$ cat config.mk
export PLATFORM = sky130hd
export DESIGN_NAME = fetch_unit
export DESIGN_NICKNAME = d
export VERILOG_FILES = /design/src/rtl/fetch_unit.sv
export SDC_FILE = /design/constraint.sdc
export NUM_CORES = 1
export LEC_CHECK = 0
export ABC_AREA = 1
export BUFFER_PORTS_ARGS = -buffer_cell sky130_fd_sc_hd__buf_4
export CORE_MARGIN = 3
export CORE_UTILIZATION = 50
export CTS_CLUSTER_DIAMETER = 50
export DETAILED_ROUTE_END_ITERATION = 10
export PLACE_DENSITY = 0.87
export SETUP_SLACK_MARGIN = 0.4
export SYNTH_ARGS = -nofsm -noshare
export SYNTH_HDL_FRONTEND = slang
export SYNTH_SLANG_ARGS = --single-unit
$ cat constraint.sdc
create_clock -name CLK -period 3 [get_ports CLK]
set_input_delay 0.45 -clock CLK [delete_from_list [all_inputs] [get_ports CLK]]
set_output_delay 0.45 -clock CLK [all_outputs]
set_load 0.01 [all_outputs]
$ cat src/rtl/fetch_unit.sv
// -----------------------------------------------------------------------------
// fetch_unit
//   Instruction fetch stage and producer side of the IF->DQ interface.
//   Holds the PC and issues one-word req/ack reads to instruction memory.
//   Presents a single {instruction, PC} entry to the decode queue and holds it
//   until the queue accepts it. Handles branch redirects and the SYS flush.
//
// Ports
//   CLK          in   1   clock, all state on posedge
//   RESET        in   1   synchronous, active-high reset
//   SYS          in   1   syscall flush
//   REDIRECT     in   1   branch/jump taken; discard held entry, refetch
//   REDIRECT_PC  in   32  redirect target (bits [1:0] ignored)
//   STALL_IN_DQ  in   1   decode queue full; entry not accepted this edge
//   IMEM_REQ     out  1   memory read request
//   IMEM_ADDR    out  32  word address of the request (= pc)
//   IMEM_ACK     in   1   read completes this cycle
//   IMEM_RDATA   in   32  instruction word, valid with IMEM_ACK
//   Instr_OUT    out  32  instruction presented to the decode queue
//   Instr_PC_OUT out  32  PC of Instr_OUT
//   STALL_OUT_DQ out  1   1 = no valid entry presented
//   BUSY_SYS     out  1   1 while the SYS flush is in progress
// -----------------------------------------------------------------------------
module fetch_unit #(
    parameter logic [31:0] RESET_PC     = 32'h0040_0000,
    parameter logic [31:0] EXC_VECTOR   = 32'h8000_0180,
    parameter int          FLUSH_CYCLES = 2
) (
    input  logic        CLK,
    input  logic        RESET,
    input  logic        SYS,
    input  logic        REDIRECT,
    input  logic [31:0] REDIRECT_PC,
    input  logic        STALL_IN_DQ,
    output logic        IMEM_REQ,
    output logic [31:0] IMEM_ADDR,
    input  logic        IMEM_ACK,
    input  logic [31:0] IMEM_RDATA,
    output logic [31:0] Instr_OUT,
    output logic [31:0] Instr_PC_OUT,
    output logic        STALL_OUT_DQ,
    output logic        BUSY_SYS
);

    localparam int              CNT_W    = (FLUSH_CYCLES > 2) ? $clog2(FLUSH_CYCLES) : 1;
    localparam logic [CNT_W-1:0] CNT_LOAD = CNT_W'(FLUSH_CYCLES - 1);

    typedef enum logic {
        RUN      = 1'b0,
        SYS_WAIT = 1'b1
    } state_t;

    state_t            state, state_n;
    logic [CNT_W-1:0]  cnt_p0, cnt_n;
    logic [31:0]       pc_p0, pc_n;
    logic              vld_p0, vld_n;
    logic [31:0]       instr_p0, instr_n;
    logic [31:0]       ipc_p0, ipc_n;
    logic              req;

    // A request is only raised when the output slot is free or is being
    // drained this same edge, so at most one read is ever outstanding and
    // a returning word always has somewhere to land.
    always_comb begin
        req = ~RESET & (state == RUN) & ~REDIRECT & ~SYS & (~vld_p0 | ~STALL_IN_DQ);
    end

    always_comb begin
        state_n = state;
        cnt_n   = cnt_p0;
        pc_n    = pc_p0;
        vld_n   = vld_p0;
        instr_n = instr_p0;
        ipc_n   = ipc_p0;
        if (SYS) begin
            // Also taken while already flushing: reloads the idle count.
            state_n = SYS_WAIT;
            cnt_n   = CNT_LOAD;
            vld_n   = 1'b0;
            pc_n    = EXC_VECTOR;
        end else if (state == SYS_WAIT) begin
            // REDIRECT is deliberately ignored while flushing.
            if (cnt_p0 == '0) begin
                state_n = RUN;
            end else begin
                cnt_n = cnt_p0 - 1'b1;
            end
        end else if (REDIRECT) begin
            // Any ACK arriving this cycle belongs to the wrong path and is dropped.
            vld_n = 1'b0;
            pc_n  = {REDIRECT_PC[31:2], 2'b00};
        end else if (req && IMEM_ACK) begin
            // Replaces the held entry; if the DQ took it this edge that
            // gives one instruction per cycle.
            instr_n = IMEM_RDATA;
            ipc_n   = pc_p0;
            vld_n   = 1'b1;
            pc_n    = pc_p0 + 32'd4;
        end else if (vld_p0 && !STALL_IN_DQ) begin
            vld_n = 1'b0;
        end
    end

    // ---- stage p0: PC, flush FSM and output entry register ----
    always_ff @(posedge CLK) begin
        if (RESET) begin
            state    <= RUN;
            cnt_p0   <= '0;
            pc_p0    <= RESET_PC;
            vld_p0   <= 1'b0;
            instr_p0 <= '0;
            ipc_p0   <= '0;
        end else begin
            state    <= state_n;
            cnt_p0   <= cnt_n;
            pc_p0    <= pc_n;
            vld_p0   <= vld_n;
            instr_p0 <= instr_n;
            ipc_p0   <= ipc_n;
        end
    end

    always_comb begin
        IMEM_REQ     = req;
        IMEM_ADDR    = pc_p0;
        Instr_OUT    = instr_p0;
        Instr_PC_OUT = ipc_p0;
        STALL_OUT_DQ = ~vld_p0;
        BUSY_SYS     = (state == SYS_WAIT);
    end

endmodule
* After elaboration in Yosys (flattened, before gate mapping)
Index checks and enable logic that the tools add are counted.
Storage, ports and cells: input bits 70, register bits 99
Cells by class: equality and inequality tests 1, bitwise logic cells 11, multiplexer cells 13, reduce and logical (&&, ||, !) cells 12, $add $sub $neg 2
Operators with widths (number):
- two-way mux 32 bit | 4
- adder 32 x 3 -> 32 bit (second input constant) | 1
- two-way mux 1 bit | 9
- inverter 1 bit | 6
- AND reduction 2 bit | 3
- nonzero test 3 bit | 2
- bitwise AND 1 bit | 4
- AND reduction 4 bit | 1
- nonzero test 2 bit | 2
- logical AND 1 bit | 2
- != test 2 bit (second input constant) | 1
- OR reduction 2 bit | 1
- zero test 1 bit | 1
- bitwise OR 1 bit | 1
- subtractor 1 bit (second input constant) | 1

* Logic depth before layout (Yosys ltp)
Gate-level depths: netlist of the first run.
depth in word-level cells 10, gate-level depth with buffers 11, gate-level depth less buffers 11

* Least setup slack after synthesis of the first run
Ideal clock, no wire load.
path type register to register, from register pc_p0[2], in the netlist IMEM_ADDR[2], to register pc_p0[20], in the netlist IMEM_ADDR[20], stages on the path, launching flop included 10, setup slack 1.430 ns, clock period less this slack 1.570 ns, library setup time 0.070 ns, arrival time 1.499 ns, cells stage by stage dfxtp_1 ha_1 nand2_1 nor2_1 nand2_1 nor3_1 nand3_1 nand2_1 nand2_1 a21oi_1
On the way: word-level cells in the longest chain between the ends 3
Ends and longest elaborated chain:
- start: declaration | RTL line 55 | logic [31:0] pc_p0, pc_n;
- start signal: assignment | RTL line 116 | pc_p0 <= pc_n;
- adder 32 x 3 -> 32 bit | RTL line 98 | pc_n = pc_p0 + 32'd4;
- two-way mux 32 bit | RTL line 92 | end else if (req && IMEM_ACK) begin
- two-way mux 32 bit | RTL line 88 | end else if (REDIRECT) begin
No other way between the ends. The select of a mux whose other input is x is not followed. A chain may end at the register's enable or synchronous reset.

* Worst setup path in the final report of the first run
from register pc_p0[2], in the netlist IMEM_ADDR[2], to register pc_p0[22], in the netlist IMEM_ADDR[22]
On the way: word-level cells in the longest chain between the ends 5
Ends and longest elaborated chain:
- adder 32 x 3 -> 32 bit | RTL line 98
- two-way mux 32 bit | RTL line 92
- two-way mux 32 bit | RTL line 88
- two-way mux 32 bit | RTL line 81 | end else if (state == SYS_WAIT) begin
- two-way mux 32 bit | RTL line 75 | if (SYS) begin
No other way between the ends. The select of a mux whose other input is x is not followed.

==> metrics, run 1 <==
via density per instance=5.22; syn_nets=794; synth top area cells=dfxtp_1 (41%), nor2_1 (12%), nand2_1 (12%); CP max FO=6; gpl congestion=0.907; Final nets=939; first-pass GRT wire length=22900 um; Power Density=433 nW/um^2; Critical R2R Launch=IMEM_ADDR[2]; hpwl dp=just under 10000 um; synthesized area=4780 sq um; period utilisation layout=approximately two thirds; total track usage=25.4%; flops & latches, synth=a little under 100; IO Count=169; row count=35; Diodes inserted=0; CTS buffer count=9; Setup Viol. Count Final=0; Die X=104 um; TNS Setup=0 ps; leakage=2.65 nW; Area growth syn-to-layout=30.8%; final wirelength=roughly 14000 um; Clock Sinks=99; Top FF cell, synth=dfxtp_1; clock root buffer master=clkbuf_8; min cycle time layout=approximately 2000 ps; crit path kind=register to register; Post-route DRC=0; clock skew=12.0 ps; worst skew pair latency=370 ps; clock-pin slew on the worst setup and hold paths=100 ps; pre-CTS setup slack=818 ps; Slew @ Worst Pin=800 ps; Slew Viols, Final=0; Post-synth EDFFs=0; die area=10800 sq um; overall power=2.70 mW; Final Hold Fails=0; Core Region=9240 sq um; Critical R2R Capture=IMEM_ADDR[22]; fillers=around 850; buffers added on ports=166; via count=5234; Hold Path Class=primary input to register; sequential area share after synthesis=41.5%; share of cells above drive strength 1=around 23%; Avg Cell Area, Syn=about 6.6 sq um; dominant cell type by area after synthesis=dfxtp_1; largest net degree at the start of global routing=65; drt wl/cell=14.1 um; R2R cell count=10; Max-slew headroom=46.6%; total grt overflow=0; unique cell type count in the Yosys netlist=34; Worst EP arrival=2220 ps; Worst setup startpoint=IMEM_ADDR[2]; fmax=504 MHz; Max IR drop VDD=0.000281 V; share of flip-flops with an asynchronous set or reset=0%; Antenna Nets Post-Route=0; 1st-pass router iterations=5; post-CTS sizing=0; CTS H-Tree Depth=3; outcome=completed; Yosys top cell area share=41.5%; Worst R2R Setup Slack=1020 ps; yosys warns=0; initial antenna violation count=0; clock tree buffer depth=2; Post-CTS Setup Repair Bufs=0; most frequent cell after synthesis=nor2_1; Initial DRC Count=398; Synth Instances=a little over 700; RSZ-0062 raised after global routing=false; CTS tree=built; max cap viols=0; CP Launch Type=register; initial core utilization=51.7%; Critical Path Sink=IMEM_ADDR[22]; Worst setup EP type=register; Die Ht=104 um; Worst Path Required=3230 ps; number of global-route vias before repair=~4600; cts hold-fix bufs=0; top cells by count, synth=nor2_1 (150), nand2_1 (147), dfxtp_1 (99); worst setup margin=1020 ps
## cells by family after synthesis
| kind of cell | share of synthesized area [%] |
|---|---|
| AOI/OAI and AO/OA | 20.1 |
| and+or+nand+nor | 30.2 |
| buffers and inverters | 7.49 |
| DFF | 41.5 |
| adders and majority gates | 0.262 |
| xor gates and xnor gates | 0.367 |
## placed cells by master (no fill, tap or decap), drive strengths merged, types with 2 or more instances in the layout
| master | instances |
|---|---|
| nand4 | 4 |
| clkinvlp | 3 |
| buf | 175 |
| inv | 42 |
| or2 | 2 |
| a21oi | 95 |
| nor2 | 153 |
| nand2 | 149 |
| o211a | 2 |
| nand3 | 41 |
| dfxtp | 99 |
| clkbuf | 10 |
| o21ai | 86 |
## flip-flops by register name (all words and copies together), names as in the netlist
register      count
BUSY_SYS          1
IMEM_ADDR        32
Instr_OUT        32
Instr_PC_OUT     32
cnt_p0            1
vld_p0            1
## worst max-delay path, stage by stage (launching register included)
cell and delay (ps):
dfxtp_1 490, ha_1 300, nand2_1 80, nor2_1 210, nand2_1 170, nor2_1 210
nand3_1 110, nand3_1 110, nand2_1 60, nand2_1 60, nand3_1 70
## report_power, final
part,leakage (nW),switching [mW],internal (mW),total (mW)
Combinational,1.76,0.217,0.184,0.401
Clock,0.0910,0.499,0.395,0.894
Sequential,0.805,0.0501,1.36,1.41
Total,2.65,0.766,1.94,2.70
## layer usage
layer	wire length [um]	global-route usage (%)	vias up
li1	-	-	2650
met1	6320	35.3	2341
met2	6740	41.1	224
met3	877	3.74	19
met4	239	7.69	0
met5	0	0	-
## layout make-up
cell class | count | area [sq um] | share of cell area (%)
inverters | 41 | 154 | 2.46
flip-flops and latches | 99 | 1980 | 31.7
well taps | 129 | 161 | 2.58
clock inverters | 6 | 72.6 | 1.16
clock buffers | 10 | 128 | 2.04
multi-input cells | 542 | 2440 | 39.0
repair buffers | 175 | 1310 | 21.0
## how the worst min path moves through the flow
stage,startpoint,to,cells past startpoint
floorplan,vld_p0,vld_p0,2
CTS,IMEM_RDATA[28],Instr_OUT[28],3
global route,IMEM_RDATA[30],Instr_OUT[30],3
detailed placement,Instr_OUT[30],Instr_OUT[30],2
finish,IMEM_RDATA[28],Instr_OUT[28],3
global placement,Instr_PC_OUT[7],Instr_PC_OUT[7],2
## per-stage QoR
step	util, %	area (sq um)	hold WS [ps]	cells
floorplan	-	4780	452	723
global placement	65.5	6050	446	986
detailed placement	65.5	6050	456	986
CTS	67.6	6250	322	1002
global route	67.6	6250	329	1002
finish	67.6	6250	330	1002
(Power assumes the default switching activity.)
==> inputs of run 2 (changes only) <==
==> constraint.sdc (replaced) <==
create_clock -name CLK -period 2 [get_ports CLK]
set_input_delay 0.3 -clock CLK [delete_from_list [all_inputs] [get_ports CLK]]
set_output_delay 0.3 -clock CLK [all_outputs]
set_load 0.01 [all_outputs]
==> run 2 against run 1 <==
Net effect: largest cell class unchanged; setup slack worse by 570 ps; critical endpoint is now IMEM_ADDR[29]; flip-flop and latch count unchanged; critical path depth unchanged; wire length up 6.1%; global-route usage up 0.88 points; hold slack worse by 140 ps.
==> metrics, run 2 (same netlist as run 1, synthesis figures left out) <==
clock tree buffer depth=2 (unchanged); number of global-route vias before repair=4866 (+4.8%); Area growth syn-to-layout=38.0%; leakage=2.80 nW (+5.7%); row count=35 (unchanged); CTS tree=built; Finished Cell Area=6590 sq um (+5.4%); Slew @ Worst Pin=860 ps (+59.2 ps); Clock Sinks=99 (unchanged); share of cells above drive strength 1=30.5% (+7.4 points); Core Region=9240 sq um (unchanged); 1st-pass router iterations=5 (unchanged); worst skew pair latency=370 ps (about the same); CTS buffer count=9 (unchanged); first-pass GRT wire length=23600 um (+3.3%); clock root buffer master=clkbuf_8; gpl congestion=0.917 (+1.1%); hpwl dp=10100 um (+2.1%); drt wl/cell=14.8 um (+4.9%); Post-route DRC=0 (unchanged); most frequent cells in the layout=buf_4 (184), nand2_1 (140), nor2_1 (133); Final nets=951 (+1.3%); CP Launch Type=register; via density per instance=5.38 (+3.0%); post-layout util=71.3% (+3.7 points); Diodes inserted=0 (unchanged); Worst setup EP type=register; clock skew=11.2 ps (-0.755 ps); Worst EP arrival=1780 ps (-440 ps); crit path kind=register to register; Die X=104 um (unchanged); initial core utilization=51.7% (unchanged); clock-pin slew on the worst setup and hold paths=90 ps (about the same); max cap viols=0 (unchanged); RSZ-0062 raised after global routing=true; total track usage=26.3% (+0.88 points); fmax=642 MHz (+27%); largest net degree at the start of global routing=66 (+1.5%); total grt overflow=0 (unchanged); Initial DRC Count=369 (-7.3%); Max IR drop VDD=0.000361 V (+28%); outcome=completed; Final Hold Fails=0 (unchanged); commonest non-fill, non-tap cell in the layout=buf_4; Worst Path Required=2220 ps (-1010 ps); CP max FO=5 (-1); Setup Viol. Count Final=0 (unchanged); Slew Viols, Final=0 (unchanged); Hold Path Class=primary input to register; initial antenna violation count=0 (unchanged); CTS H-Tree Depth=3 (unchanged); Power Density=621 nW/um^2 (+43%); period utilisation layout=77.9% (+12 points); final wirelength=15000 um (+6.1%); Antenna Nets Post-Route=0 (unchanged); min cycle time layout=1560 ps (-425 ps); Max-slew headroom=42.6% (-4.0 points); die area=10800 sq um (unchanged); IO Count=169 (unchanged); TNS Setup=0 ps (unchanged); buffers added on ports=166 (unchanged); via count=5453 (+4.2%); dpl cell area=6080 sq um (+0.50%); Die Ht=104 um (unchanged)
run 2: cell count changes in the layout (fill, tap and decap cells not counted), sizes merged:
cell	delta
clkbuf	+1
buf	+12
clkinvlp	-2
clkinv	+1
run 2: worst max-delay path: stages (launching register included):
cell     delay, ps
dfxtp_4        370
buf_6          110
nand2_4         50
nor2_4         250
nand2_4        120
nor2_4         170
nand2_1         70
nand2_1         70
nand3_2         70
nand2_2         90
a21oi_2         50
run 2: layout make-up:
class / count / area [sq um]
fillers: 827 / 2650
multi-input cells: 542 / 2640
flip-flops and latches: 99 / 2020
repair buffers: 187 / 1420
well taps: 129 / 161
inverters: 41 / 154
clock buffers: 11 / 141
clock inverters: 5 / 60.1
run 2: worst paths after layout:
check	depth (start not counted)	start	end	slack (ps)
setup / recovery	10	IMEM_ADDR[2]	IMEM_ADDR[29]	440
hold / removal	3	IMEM_RDATA[28]	Instr_OUT[28]	190
setup reg to reg	10	IMEM_ADDR[2]	IMEM_ADDR[29]	440
hold reg to reg	2	Instr_PC_OUT[3]	Instr_PC_OUT[3]	470
run 2: stage by stage:
stage | worst slack, ps | cells | power [mW] | hold WS [ps]
after floorplan | 430 | 723 | 2.47 | 452
after global placement | 290 | 990 | 2.75 | 446
after detailed placement | 176 | 990 | 2.76 | 455
after CTS | 405 | 1009 | 4.09 | 173
after global routing | 321 | 1014 | 4.27 | 199
final | 443 | 1014 | 4.09 | 186
run 2: repair_timing:
item | in CTS | in global routing
buffers inserted | 3 | 5
resized for setup | 17 | 64
endpoints found under the setup margin | 90 | 67
endpoints found under the hold margin | 0 | 0
pin swaps | 3 | 14
hold buffers | 0 | 0
run 2: metal layers:
layer / GRT usage [%] / vias up / part of all wire [%]
met5: 0 / - / 0
met4: 9.78 / 0 / 2.3
met3: 3.74 / 30 / 7.5
met2: 43.3 / 277 / 47
met1: 35.2 / 2472 / 43
li1: - / 2674 / -
run 2: report_power, final:
group,total [mW],switching [mW],internal (mW)
Sequential,2.12,0.0741,2.04
Clock,1.33,0.711,0.621
Combinational,0.643,0.347,0.296
Total,4.09,1.13,2.96
==> inputs of run 3 (changes only) <==
--- a/config.mk
+++ b/config.mk
@@ -5,10 +5,10 @@
 export SDC_FILE = /design/constraint.sdc
 export NUM_CORES = 1
 export LEC_CHECK = 0
-export ABC_AREA = 1
+export ABC_AREA = 0
 export BUFFER_PORTS_ARGS = -buffer_cell sky130_fd_sc_hd__buf_4
 export CORE_MARGIN = 3
-export CORE_UTILIZATION = 50
+export CORE_UTILIZATION = 49
 export CTS_CLUSTER_DIAMETER = 50
 export DETAILED_ROUTE_END_ITERATION = 10
 export PLACE_DENSITY = 0.87
==> constraint.sdc (replaced) <==
create_clock -name CLK -period 1.5 [get_ports CLK]
set_input_delay 0.225 -clock CLK [delete_from_list [all_inputs] [get_ports CLK]]
set_output_delay 0.225 -clock CLK [all_outputs]
set_load 0.01 [all_outputs]
==> run 3 against run 2 <==
Net effect: the run now fails in 5_1_grt; area after synthesis down 8.4%; synthesized cell count fell by 21%.
==> metrics, run 3 <==
initial core utilization=51.9% (+0.25 points); CTS H-Tree Depth=3 (unchanged); Clock Sinks=99 (unchanged); Die Ht=100 um (-3.1%); DP Cell Count=888 (-10%); largest net degree at the start of global routing=71; synthesized area=4370 sq um (-8.4%); syn_nets=642 (-19%); Top FF cell, synth=dfxtp_1; Run Error=[ERROR DPL-0038] Utilization greater than 100%, impossible to legalize; Failed at=5_1_grt; Avg Cell Area, Syn=7.66 sq um (+16%); yosys warns=0 (unchanged); CTS buffer count=9 (unchanged); hpwl dp=11100 um (+9.8%); Die X=100 um (-3.1%); top cells by count, synth=nand2_1 (158), dfxtp_1 (99), a21oi_1 (79); unique cell type count in the Yosys netlist=52 (+53%); cts hold-fix bufs=0 (unchanged); dominant cell type by area after synthesis=dfxtp_1; Worst Endpoint after GRT Repair=IMEM_ADDR[26]$_SDFFE_PP0P_/D; sequential area share after synthesis=45.3% (+3.8 points); clock root buffer master=clkbuf_8; most frequent cell after synthesis=nand2_1; buffers added on ports=166 (unchanged); share of flip-flops with an asynchronous set or reset=0% (unchanged); Post-synth EDFFs=0 (unchanged); gpl congestion=0.940 (+2.6%); IO Count=169 (unchanged); synth top area cells=dfxtp_1 (45%), nand2_1 (14%), a21oi_1 (9.0%); clock tree buffer depth=2 (unchanged); Worst EP Category=sequential cell input; row count=33 (-5.7%); Synth Instances=571 (-21%); flops & latches, synth=99 (unchanged); Yosys top cell area share=45.3% (+3.8 points); outcome=aborted with a tool error
-- run 3: through the flow --
step / instance area (sq um) / worst slack (ps) / TNS [ps] / util [%] / hold slack [ps]
floorplan: 4550 / -341 / -3450 / - / 348
CTS: 7900 / -261 / -12670 / 93.8 / 75.5
detailed placement: 6360 / -418 / -18660 / 75.5 / 448
global placement: 6360 / -346 / -12860 / 75.5 / 441
-- run 3: logic make-up after synthesis --
kind of cell    Yosys count  synth area share (%)
compound gates          152                  21.2
xor+xnor                  2                 0.401
fa+ha+maj                 1                 0.286
buf+inv                  47                  4.15
flops                    99                  45.3
mux                       5                  1.14
simple gates            265                  27.5
-- run 3: timing repair --
| action | in CTS |
|---|---|
| cloned | 9 |
| buffers inserted | 42 |
| pin swaps | 81 |
| gates resized for setup | 226 |
| endpoints found under the setup margin | 130 |
==> inputs of run 4 (changes only) <==
--- a/config.mk
+++ b/config.mk
@@ -8,11 +8,9 @@
 export ABC_AREA = 0
 export BUFFER_PORTS_ARGS = -buffer_cell sky130_fd_sc_hd__buf_4
 export CORE_MARGIN = 3
-export CORE_UTILIZATION = 49
-export CTS_CLUSTER_DIAMETER = 50
+export CORE_UTILIZATION = 35
 export DETAILED_ROUTE_END_ITERATION = 10
-export PLACE_DENSITY = 0.87
-export SETUP_SLACK_MARGIN = 0.4
+export PLACE_DENSITY_LB_ADDON = 0.15
 export SYNTH_ARGS = -nofsm -noshare
 export SYNTH_HDL_FRONTEND = slang
 export SYNTH_SLANG_ARGS = --single-unit
==> run 4 against run 3 <==
Net effect: the flow now finishes, with violations (negative setup slack); area after synthesis unchanged; synthesized cell count unchanged.
==> metrics, run 4 <==
largest net degree at the start of global routing=43; Finished Cell Area=about 8200 sq um; Avg Cell Area, Syn=7.66 sq um (unchanged); Slew @ Worst Pin=slightly above 500 ps; min cycle time layout=1720 ps; initial core utilization=36.1% (-16 points); share of flip-flops with an asynchronous set or reset=0% (unchanged); CP Launch Type=register; most frequent cells in the layout=buf_4 (252), nand2_1 (95), dfxtp_1 (85); CTS H-Tree Depth=3 (unchanged); Post-synth EDFFs=0 (unchanged); RSZ-0062 raised after global routing=true; total grt overflow=0; CP max FO=4; Hold Path Class=primary input to register; Final Hold Fails=0; Die X=118 um (+17%); row count=40 (+21%); clock tree buffer depth=2 (unchanged); most frequent cell after synthesis=nand2_1; via count=5311; Setup Viol. Count Final=95; Area growth syn-to-layout=86.3%; outcome=finished with violations; clock root buffer master=clkbuf_16; crit path kind=register to register; Initial DRC Count=375; fmax=583 MHz; synthesized area=4370 sq um (unchanged); sequential area share after synthesis=45.3% (unchanged); Top FF cell, synth=dfxtp_1; hpwl dp=11400 um (+2.9%); share of cells above drive strength 1=between 50% and 60%; 1st-pass router iterations=5; flops & latches, synth=99 (unchanged); via density per instance=5.32; Final nets=899; clock skew=roughly 4.2 ps; CTS tree=built; dominant cell type by area after synthesis=dfxtp_1; Power Density=767 nW/um^2; worst setup margin=-215 ps; Clock Sinks=99 (unchanged); worst skew pair latency=350 ps; Worst EP arrival=a little under 2000 ps; commonest non-fill, non-tap cell in the layout=buf_4; total track usage=22.5%; Die Ht=118 um (+17%); leakage=3.76 nW; Worst Path Required=1770 ps; fillers=986; IO Count=169 (unchanged); die area=13900 sq um; gpl congestion=0.890 (-5.4%); Antenna Nets Post-Route=0; Post-route DRC=0; initial antenna violation count=0; yosys warns=0 (unchanged); buffers added on ports=166 (unchanged); syn_nets=642 (unchanged); Worst setup EP type=register; number of global-route vias before repair=approximately 5000; Core Region=12100 sq um; top cells by count, synth=nand2_1 (158), dfxtp_1 (99), a21oi_1 (79); Slew Viols, Final=0; Max-slew headroom=66.3%; synth top area cells=dfxtp_1 (45%), nand2_1 (14%), a21oi_1 (9.0%); Diodes inserted=0; Yosys top cell area share=45.3% (unchanged); overall power=6.25 mW; first-pass GRT wire length=25400 um; dpl cell area=6520 sq um (+2.6%); clock-pin slew on the worst setup and hold paths=roughly 60 ps; period utilisation layout=114%; Hold Slack=115 ps; Max IR drop VDD=between 0.0004 and 0.0005 V; final wirelength=around 18000 um; violated checks=negative setup slack; max cap viols=0; unique cell type count in the Yosys netlist=52 (unchanged); Synth Instances=571 (unchanged); CTS buffer count=9 (unchanged); drt wl/cell=18.2 um
run 4: cell counts after synthesis:
Identical to the previous run, type by type.
run 4: area by class of cell:
class	instances	area, sq um	share of cell area [%]
inverters	6	23.8	0.292
repair buffers	285	2430	29.8
clock buffers	11	254	3.12
flip-flops and latches	99	2000	24.6
multi-input cells	427	3170	38.9
clock inverters	2	60.1	0.737
well taps	168	210	2.58
run 4: repair_timing:
item,CTS,global route
buffers inserted,9,6
resized for setup,53,203
hold buffers,0,0
cloned,2,11
endpoints found under the setup margin,27,95
pin swaps,22,108
run 4: report_power, final:
group	switching (mW)	internal, mW	total, mW
Combinational	0.516	0.482	0.998
Sequential	0.0483	2.68	2.73
Clock	0.987	1.54	2.52
Total	1.55	4.70	6.25
run 4: worst max-delay path, cell delays in order (launching register included):
cell and delay (ps):
dfxtp_4 360, ha_4 160, nand3_4 90, nor4_4 210
nand4_2 140, or4_1 490, o211ai_1 170
run 4: kinds of logic (layout without fill, tap and decap cells):
| kind of cell | count (synthesis) | in the layout | share of synthesized area [%] |
|---|---|---|---|
| AO/OA/AOI/OAI | 152 | 153 | 21.2 |
| XOR/XNOR | 2 | 2 | 0.401 |
| adder cells (fa/ha/maj) | 1 | 1 | 0.286 |
| buffers and inverters | 47 | 304 | 4.15 |
| flip-flops | 99 | 99 | 45.3 |
| multiplexers | 5 | 5 | 1.14 |
| AND/OR/NAND/NOR | 265 | 266 | 27.5 |
run 4: worst paths after layout:
path                        start               to  slack [ps]  depth (start not counted)
hold / removal     IMEM_RDATA[15]    Instr_OUT[15]         120                          3
setup / recovery     IMEM_ADDR[3]    IMEM_ADDR[28]        -220                          6
hold reg to reg   Instr_PC_OUT[6]  Instr_PC_OUT[6]         460                          2
setup reg to reg     IMEM_ADDR[3]    IMEM_ADDR[28]        -220                          6
run 4: layer usage:
metal / vias up / track usage, % / part of all wire (%)
met5: - / 0 / 0
met4: 0 / 7.77 / 1.7
met3: 24 / 4.90 / 5.5
met2: 184 / 36.1 / 49
met1: 2574 / 29.9 / 43
li1: 2529 / - / -
run 4: through the flow:
stage	setup TNS [ps]	setup slack, ps	util [%]	instances
after detailed placement	-4880	-403	53.8	959
after global placement	-4280	-366	53.8	959
after floorplan	-4240	-341	-	571
after CTS	-2490	-214	58.9	982
final	-11770	-215	67.3	998
after global routing	-17460	-317	67.3	998
